`src/rtl/exec_fwd_pkg.sv`:
```
// exec_fwd_pkg: shared types and constants for the execute-stage forwarding
// and load-use hazard controller.
//   SEL_*        : operand mux select encodings (register file, stage 1..3)
//   fwd_state_e  : hazard FSM states
//   sb_entry_t   : one in-flight destination tracked by the scoreboard
package exec_fwd_pkg;

  localparam logic [1:0] SEL_RF  = 2'b00;
  localparam logic [1:0] SEL_ST1 = 2'b01;
  localparam logic [1:0] SEL_ST2 = 2'b10;
  localparam logic [1:0] SEL_ST3 = 2'b11;

  // Scoreboard fields are sized for the widest supported configuration:
  // register addresses up to 8 bits, load latency up to 2 (FWD_DEPTH <= 3).
  localparam int SB_RD_W  = 8;
  localparam int SB_CNT_W = 2;

  typedef enum logic {
    RUN    = 1'b0,
    LSTALL = 1'b1
  } fwd_state_e;

  typedef struct packed {
    logic                valid;
    logic [SB_RD_W-1:0]  rd;
    logic                is_load;
    logic [SB_CNT_W-1:0] ready_cnt;
  } sb_entry_t;

  // Mux select for downstream stage k (1-based).
  function automatic logic [1:0] stage_sel(input int k);
    case (k)
      1:       return SEL_ST1;
      2:       return SEL_ST2;
      default: return SEL_ST3;
    endcase
  endfunction

endpackage

```
`src/rtl/exec_fwd_scoreboard_match.sv`:
```
// fwd_match: priority match of one source operand against every scoreboard
// entry. The nearest (youngest) matching entry decides the outcome.
//   used, addr : operand read flag and register address
//   entries    : scoreboard, index 0 = stage 1 (youngest)
//   sel        : mux select (SEL_RF when no usable match)
//   hazard     : nearest match is a load whose data is not yet available
module fwd_match
  import exec_fwd_pkg::*;
#(
  parameter int NUM_ENT = 2,
  parameter int REG_AW  = 4,
  parameter int PC_REG  = 15
) (
  input  logic              used,
  input  logic [REG_AW-1:0] addr,
  input  sb_entry_t         entries [NUM_ENT],
  output logic [1:0]        sel,
  output logic              hazard
);

  logic [SB_RD_W-1:0] addr_ext;
  logic               live;

  assign addr_ext = SB_RD_W'(addr);
  // The PC is never forwarded: its value comes from the fetch path.
  assign live     = used && (addr != REG_AW'(PC_REG));

  // Walk from oldest to youngest so the youngest match is the last writer.
  always_comb begin
    sel    = SEL_RF;
    hazard = 1'b0;
    for (int k = NUM_ENT - 1; k >= 0; k--) begin
      if (live && entries[k].valid && (entries[k].rd == addr_ext)) begin
        if (!entries[k].is_load || (entries[k].ready_cnt == '0)) begin
          sel    = stage_sel(k + 1);
          hazard = 1'b0;
        end else begin
          sel    = SEL_RF;
          hazard = 1'b1;
        end
      end
    end
  end

endmodule

```
`src/rtl/exec_fwd_scoreboard.sv`:
```
// exec_fwd_scoreboard: forwarding and load-use hazard controller for the
// execute stage. Tracks the destinations of the last FWD_DEPTH instructions
// that left execute and picks a forwarding source for each operand.
//   clk, rst_n        : clock, asynchronous active-low reset
//   ex_valid/ex_wr_en : execute holds a real instruction / it writes rd
//   ex_rd, ex_is_load : destination and load flag of the execute instruction
//   src_used/src_addr : per-operand read flag and packed addresses
//   flush             : branch taken, drop the execute instruction
//   sel_src           : per-operand 2-bit mux select
//   stall, bubble     : load-use hold and NOP insertion (combinational)
//   hazard_cnt        : saturating count of stall cycles
//   dbg_state         : hazard FSM state
//
// Handshake: there is none; every output is a same-cycle function of the
// scoreboard and current inputs, and the scoreboard advances every cycle.
module exec_fwd_scoreboard
  import exec_fwd_pkg::*;
#(
  parameter int NUM_SRC   = 3,
  parameter int REG_AW    = 4,
  parameter int FWD_DEPTH = 2,
  parameter int LOAD_LAT  = 1,
  parameter int PC_REG    = 15
) (
  input  logic                      clk,
  input  logic                      rst_n,
  input  logic                      ex_valid,
  input  logic                      ex_wr_en,
  input  logic [REG_AW-1:0]         ex_rd,
  input  logic                      ex_is_load,
  input  logic [NUM_SRC-1:0]        src_used,
  input  logic [NUM_SRC*REG_AW-1:0] src_addr,
  input  logic                      flush,
  output logic [NUM_SRC*2-1:0]      sel_src,
  output logic                      stall,
  output logic                      bubble,
  output logic [15:0]               hazard_cnt,
  output fwd_state_e                dbg_state
);

  sb_entry_t          sb [FWD_DEPTH];
  sb_entry_t          sb_new;
  logic [1:0]         raw_sel [NUM_SRC];
  logic [NUM_SRC-1:0] src_haz;
  logic               stall_cond;
  fwd_state_e         state_q, state_d;

  for (genvar i = 0; i < NUM_SRC; i++) begin : g_src
    fwd_match #(
      .NUM_ENT (FWD_DEPTH),
      .REG_AW  (REG_AW),
      .PC_REG  (PC_REG)
    ) u_match (
      .used    (src_used[i]),
      .addr    (src_addr[i*REG_AW +: REG_AW]),
      .entries (sb),
      .sel     (raw_sel[i]),
      .hazard  (src_haz[i])
    );
    // A bubble in execute reads nothing, so it never selects a bypass.
    assign sel_src[i*2 +: 2] = ex_valid ? raw_sel[i] : SEL_RF;
  end

  // Flush overrides a hazard: the dependent instruction is being discarded.
  assign stall_cond = (|src_haz) && ex_valid && !flush;
  assign stall      = stall_cond;
  assign bubble     = stall_cond;

  // A stalled or flushed instruction does not advance, so stage 1 gets a hole.
  always_comb begin
    sb_new           = '0;
    sb_new.valid     = ex_valid && ex_wr_en && !stall_cond && !flush;
    sb_new.rd        = SB_RD_W'(ex_rd);
    sb_new.is_load   = ex_is_load;
    sb_new.ready_cnt = SB_CNT_W'(LOAD_LAT);
  end

  function automatic sb_entry_t age(input sb_entry_t e);
    sb_entry_t r;
    r = e;
    if (r.ready_cnt != '0) r.ready_cnt = r.ready_cnt - 1'b1;
    return r;
  endfunction

  // Older entries keep shifting on stall and flush: they are committed.
  always_ff @(posedge clk or negedge rst_n) begin
    if (!rst_n) begin
      for (int k = 0; k < FWD_DEPTH; k++) sb[k] <= '0;
    end else begin
      sb[0] <= sb_new;
      for (int k = 1; k < FWD_DEPTH; k++) sb[k] <= age(sb[k-1]);
    end
  end

  always_ff @(posedge clk or negedge rst_n) begin
    if (!rst_n) state_q <= RUN;
    else        state_q <= state_d;
  end

  always_comb begin
    state_d = state_q;
    case (state_q)
      RUN:     if (stall_cond)  state_d = LSTALL;
      LSTALL:  if (!stall_cond) state_d = RUN;
      default: state_d = RUN;
    endcase
  end

  assign dbg_state = state_q;

  // Entering or remaining in LSTALL is exactly a stall cycle.
  always_ff @(posedge clk or negedge rst_n) begin
    if (!rst_n) begin
      hazard_cnt <= '0;
    end else if ((state_d == LSTALL) && (hazard_cnt != 16'hFFFF)) begin
      hazard_cnt <= hazard_cnt + 16'd1;
    end
  end

endmodule

```
`config.mk`:
```
export PLATFORM = sky130hd
export DESIGN_NAME = exec_fwd_scoreboard
export DESIGN_NICKNAME = d
export VERILOG_FILES = /design/src/rtl/exec_fwd_pkg.sv /design/src/rtl/exec_fwd_scoreboard_match.sv /design/src/rtl/exec_fwd_scoreboard.sv
export SDC_FILE = /design/constraint.sdc
export NUM_CORES = 1
export LEC_CHECK = 0
export BUFFER_PORTS_ARGS = -buffer_cell sky130_fd_sc_hd__clkbuf_2
export CORE_AREA = 2 2 60 62
export CTS_CLUSTER_SIZE = 8
export DETAILED_ROUTE_END_ITERATION = 10
export DIE_AREA = 0 0 62 64
export GPL_TIMING_DRIVEN = 0
export PLACE_DENSITY = 0.79
export SYNTH_ARGS = -nofsm -noshare
export SYNTH_HDL_FRONTEND = slang
export SYNTH_SLANG_ARGS = --single-unit
```
`constraint.sdc`:
```
create_clock -name clk -period 2.1 [get_ports clk]
set_input_delay 0.42 -clock clk [delete_from_list [all_inputs] [get_ports clk]]
set_output_delay 0.42 -clock clk [all_outputs]
set_load 0.03 [all_outputs]
```
==> impl_metrics.toml <==
[grt]
antenna_found_initial = 0
grt_pass1_vias = 1239
grt_pass1_wl_mm = 5.79
grt.overflow.total = 0
grt_max_degree = 30
grt_util_all_layers_pct = 20.2

[layout]
nNetsFinal = 238
fin_util_pct = 67.0
diodes = 0
syn_to_final_growth_pct = 40.0
multi_input_area_sq_um = 952
n_fill_cell = 258
final_layout_size_suffix_gt1_share_pct = 42.3
seqCellArea_sq_um = 728

[critical_path]
crit_family = "simple AND/OR/NAND/NOR gates"
cp_max_fo = 3
cp-start-kind = "flop"
cp_cell_sequence = "xnor2_1 > nand4_1 > nor4_4 > buf_4 > and3_1 > clkbuf_8"
slowest_stage = "dfrtp_2"
critPathBufInv = 2
critPathKind = "flop to primary output"
max_stage_delay_ps = 460
cp.required_ps = 1680
critPathArrivalTime_ps = 1950
end_kind = "primary output"

[routing]
first_pass_iters = 4
drt_wl_total_mm = 3.63
postRouteAntennaNets = 0
drc = 0
vias_per_cell = 5.14
vias = 1330
wl_per_cell_um = 14.0
dr.first_iter.drc_count = 38

[cts]
worstSkewPairLatency_ps = 330
htree_levels = 2
ctsRootBufferMaster = "clkbuf_4"
cts_tree = "done"
cts_hold_buf = 0
clockBufferDepth = 2
clk_pin_slew_ps = 100
cts_buffers = 5
numClockSinks = 29

[power]
internal_power_mw = 0.824
power_leakage_nw = 1.06
pwr-share-clk_pct = 35.0
seq_power_share_pct = 52.8
pwr-share-comb_pct = 12.1
power_switching_mw = 0.288
swShare_pct = 25.9
power.density_mw_per_mm2 = 505
peakVddDrop_uv = 291

[timing]
setup_viol = 8
rsz0062_at_grt = "true"
worst_pin_slew_ps = 703
drv_slew = 0
clock_skew_ps = 15.4
finalCritPeriodShare_pct = 113
postLayoutSetupSlackWorst_ps = -265
hold_slack_ps = 115
relSlewSlack_pct = 53.1
fmax_ghz = 0.423
layout_min_cycle_time_ps = 2370
hold_viol = 0

[logic_synthesis]
ys_seq_area_share_pct = 46.1
synth.largest_area_cell = "dfrtp_1"
synth.area.top_cells = "dfrtp_1, xor2_1, xnor2_1"
yosys_warnings = 0
synth_cells = 149
synth_seq_cells = 29
syn_nets = 175
synth.distinct_cells = 27
syn_avg_cell_area_sq_um = 10.6
netlist.area_leader.share_pct = 46.1
syn-cell-area_sq_mm = 0.00157

[die]
die_y_um = 64
rows = 21
start_util_pct = 47.9
die_w_um = 62
design.core.area_sq_mm = 0.00328
die_area_sq_mm = 0.00397
pin_count = 50

[outcome]
status = "finished with violations"
violations = "negative setup slack"

[placement]
finalWeightedCongestion = 0.915
dp.final_hpwl_mm = 2.49
portBuffers = 48

[worst_hold_path]
min_path_type = "input port to async pin"

[flow_run]
cap_violations = 0
[final cells by class]
class,count,share of cell area [%]
repair buffers,56,16.4
inverters,1,0.170
well taps,46,2.61
clock buffers,7,2.95
flip-flops and latches,29,33.1
clock inverters,1,0.227
multi-input cells,116,43.2
plain buffers,3,1.36
[cell usage after synthesis]
| library cell | n |
|---|---|
| nor4bb_1 | 1 |
| nor4_1 | 7 |
| inv_1 | 1 |
| dfrtp_1 | 29 |
| conb_1 | 1 |
| nand3_1 | 13 |
| and3_1 | 2 |
| ha_1 | 1 |
| and3_2 | 1 |
| or3_1 | 1 |
| nor4_4 | 1 |
| nand4b_2 | 1 |
| buf_4 | 1 |
| xnor2_1 | 16 |
| nor4_2 | 3 |
| buf_6 | 2 |
| nor3_2 | 1 |
| nand2_1 | 13 |
| nor3_1 | 5 |
| nand4_1 | 10 |
| mux2_2 | 3 |
| a2111o_1 | 1 |
| nor3b_1 | 1 |
| xor2_1 | 21 |
| nand3b_1 | 1 |
| nor2_1 | 11 |
| nand2b_1 | 1 |
[repair_timing]
| action | 4_1_cts | 5_1_grt |
|---|---|---|
| resized for setup | 30 | 12 |
| pin swaps | 8 | 12 |
| endpoints found under the setup margin | 8 | 15 |
| setup buffers | 6 | 2 |
| gates cloned | 0 | 0 |
| hold endpoints to repair | 0 | 0 |
[state kept, by name (all words and copies together) (netlist names)]
name	count
dbg_state	1
sb	12
hazard_cnt	16
[routing by layer]
metal	vias to the layer above	GRT usage (%)	wire length [um]
met5	-	0	0
met1	624	25.9	1550
met3	5	5.67	209
met2	52	32.0	1830
met4	0	7.18	41
li1	649	-	-
[path summary, 6_finish.rpt]
path / from / end / slack, ps / cells after the start
max: sb[15] / sel_src[4] / -270 / 6
min: rst_n / hazard_cnt[2] / 120 / 1
max reg2reg: sb[15] / hazard_cnt[1] / 120 / 7
min reg2reg: sb[23] / sb[11] / 470 / 0
max in group asynchronous: rst_n / sb[15] / 1470 / 1
min in group clk: ex_is_load / sb[14] / 190 / 1
[per-stage QoR]
step           area (sq um)  instances  TNS [ps]  setup WS (ps)  power, mW
6_report               2200        259     -1580           -265       1.11
4_1_cts                2140        257     -1640           -286       1.12
3_5_place_dp           1870        243      -411           -174      0.709
2_1_floorplan          1580        149     -11.6          -4.28      0.653
3_3_place_gp           1870        243      -405           -184      0.706
5_1_grt                2200        259     -2320           -375       1.18
[logic make-up (layout without fill, tap and decap cells)]
| kind of cell | count (synthesis) | in the layout | synth area share, % |
|---|---|---|---|
| compound gates | 1 | 1 | 0.716 |
| other cells | 1 | 1 | 0.238 |
| flops | 29 | 29 | 46.1 |
| fa+ha+maj | 1 | 1 | 0.795 |
| mux | 3 | 3 | 2.15 |
| simple gates | 73 | 73 | 27.2 |
| xor+xnor | 37 | 37 | 20.6 |
| buf+inv | 4 | 68 | 2.15 |
[layout by cell type (no fill, tap or decap), drive strengths merged]
cell type,instances
xnor2,16
ha,1
nand4,10
dfrtp,29
nand2b,1
nand3b,1
nor3b,1
or3,1
nor3,6
nand4b,1
nor2,11
mux2,3
xor2,21
clkinv,1
inv,1
conb,1
nor4,11
and3,3
a2111o,1
nor4bb,1
nand2,13
buf,16
clkbuf,50
nand3,13
[power by group through the flow]
stage	combinational [mW]	clock [mW]	sequential, mW
2_1_floorplan	0.0570	0	0.596
3_3_place_gp	0.107	0	0.599
3_5_place_dp	0.110	0	0.599
4_1_cts	0.130	0.405	0.587
5_1_grt	0.147	0.442	0.590
6_report	0.135	0.390	0.588
Power figures use the tool's default switching activity.
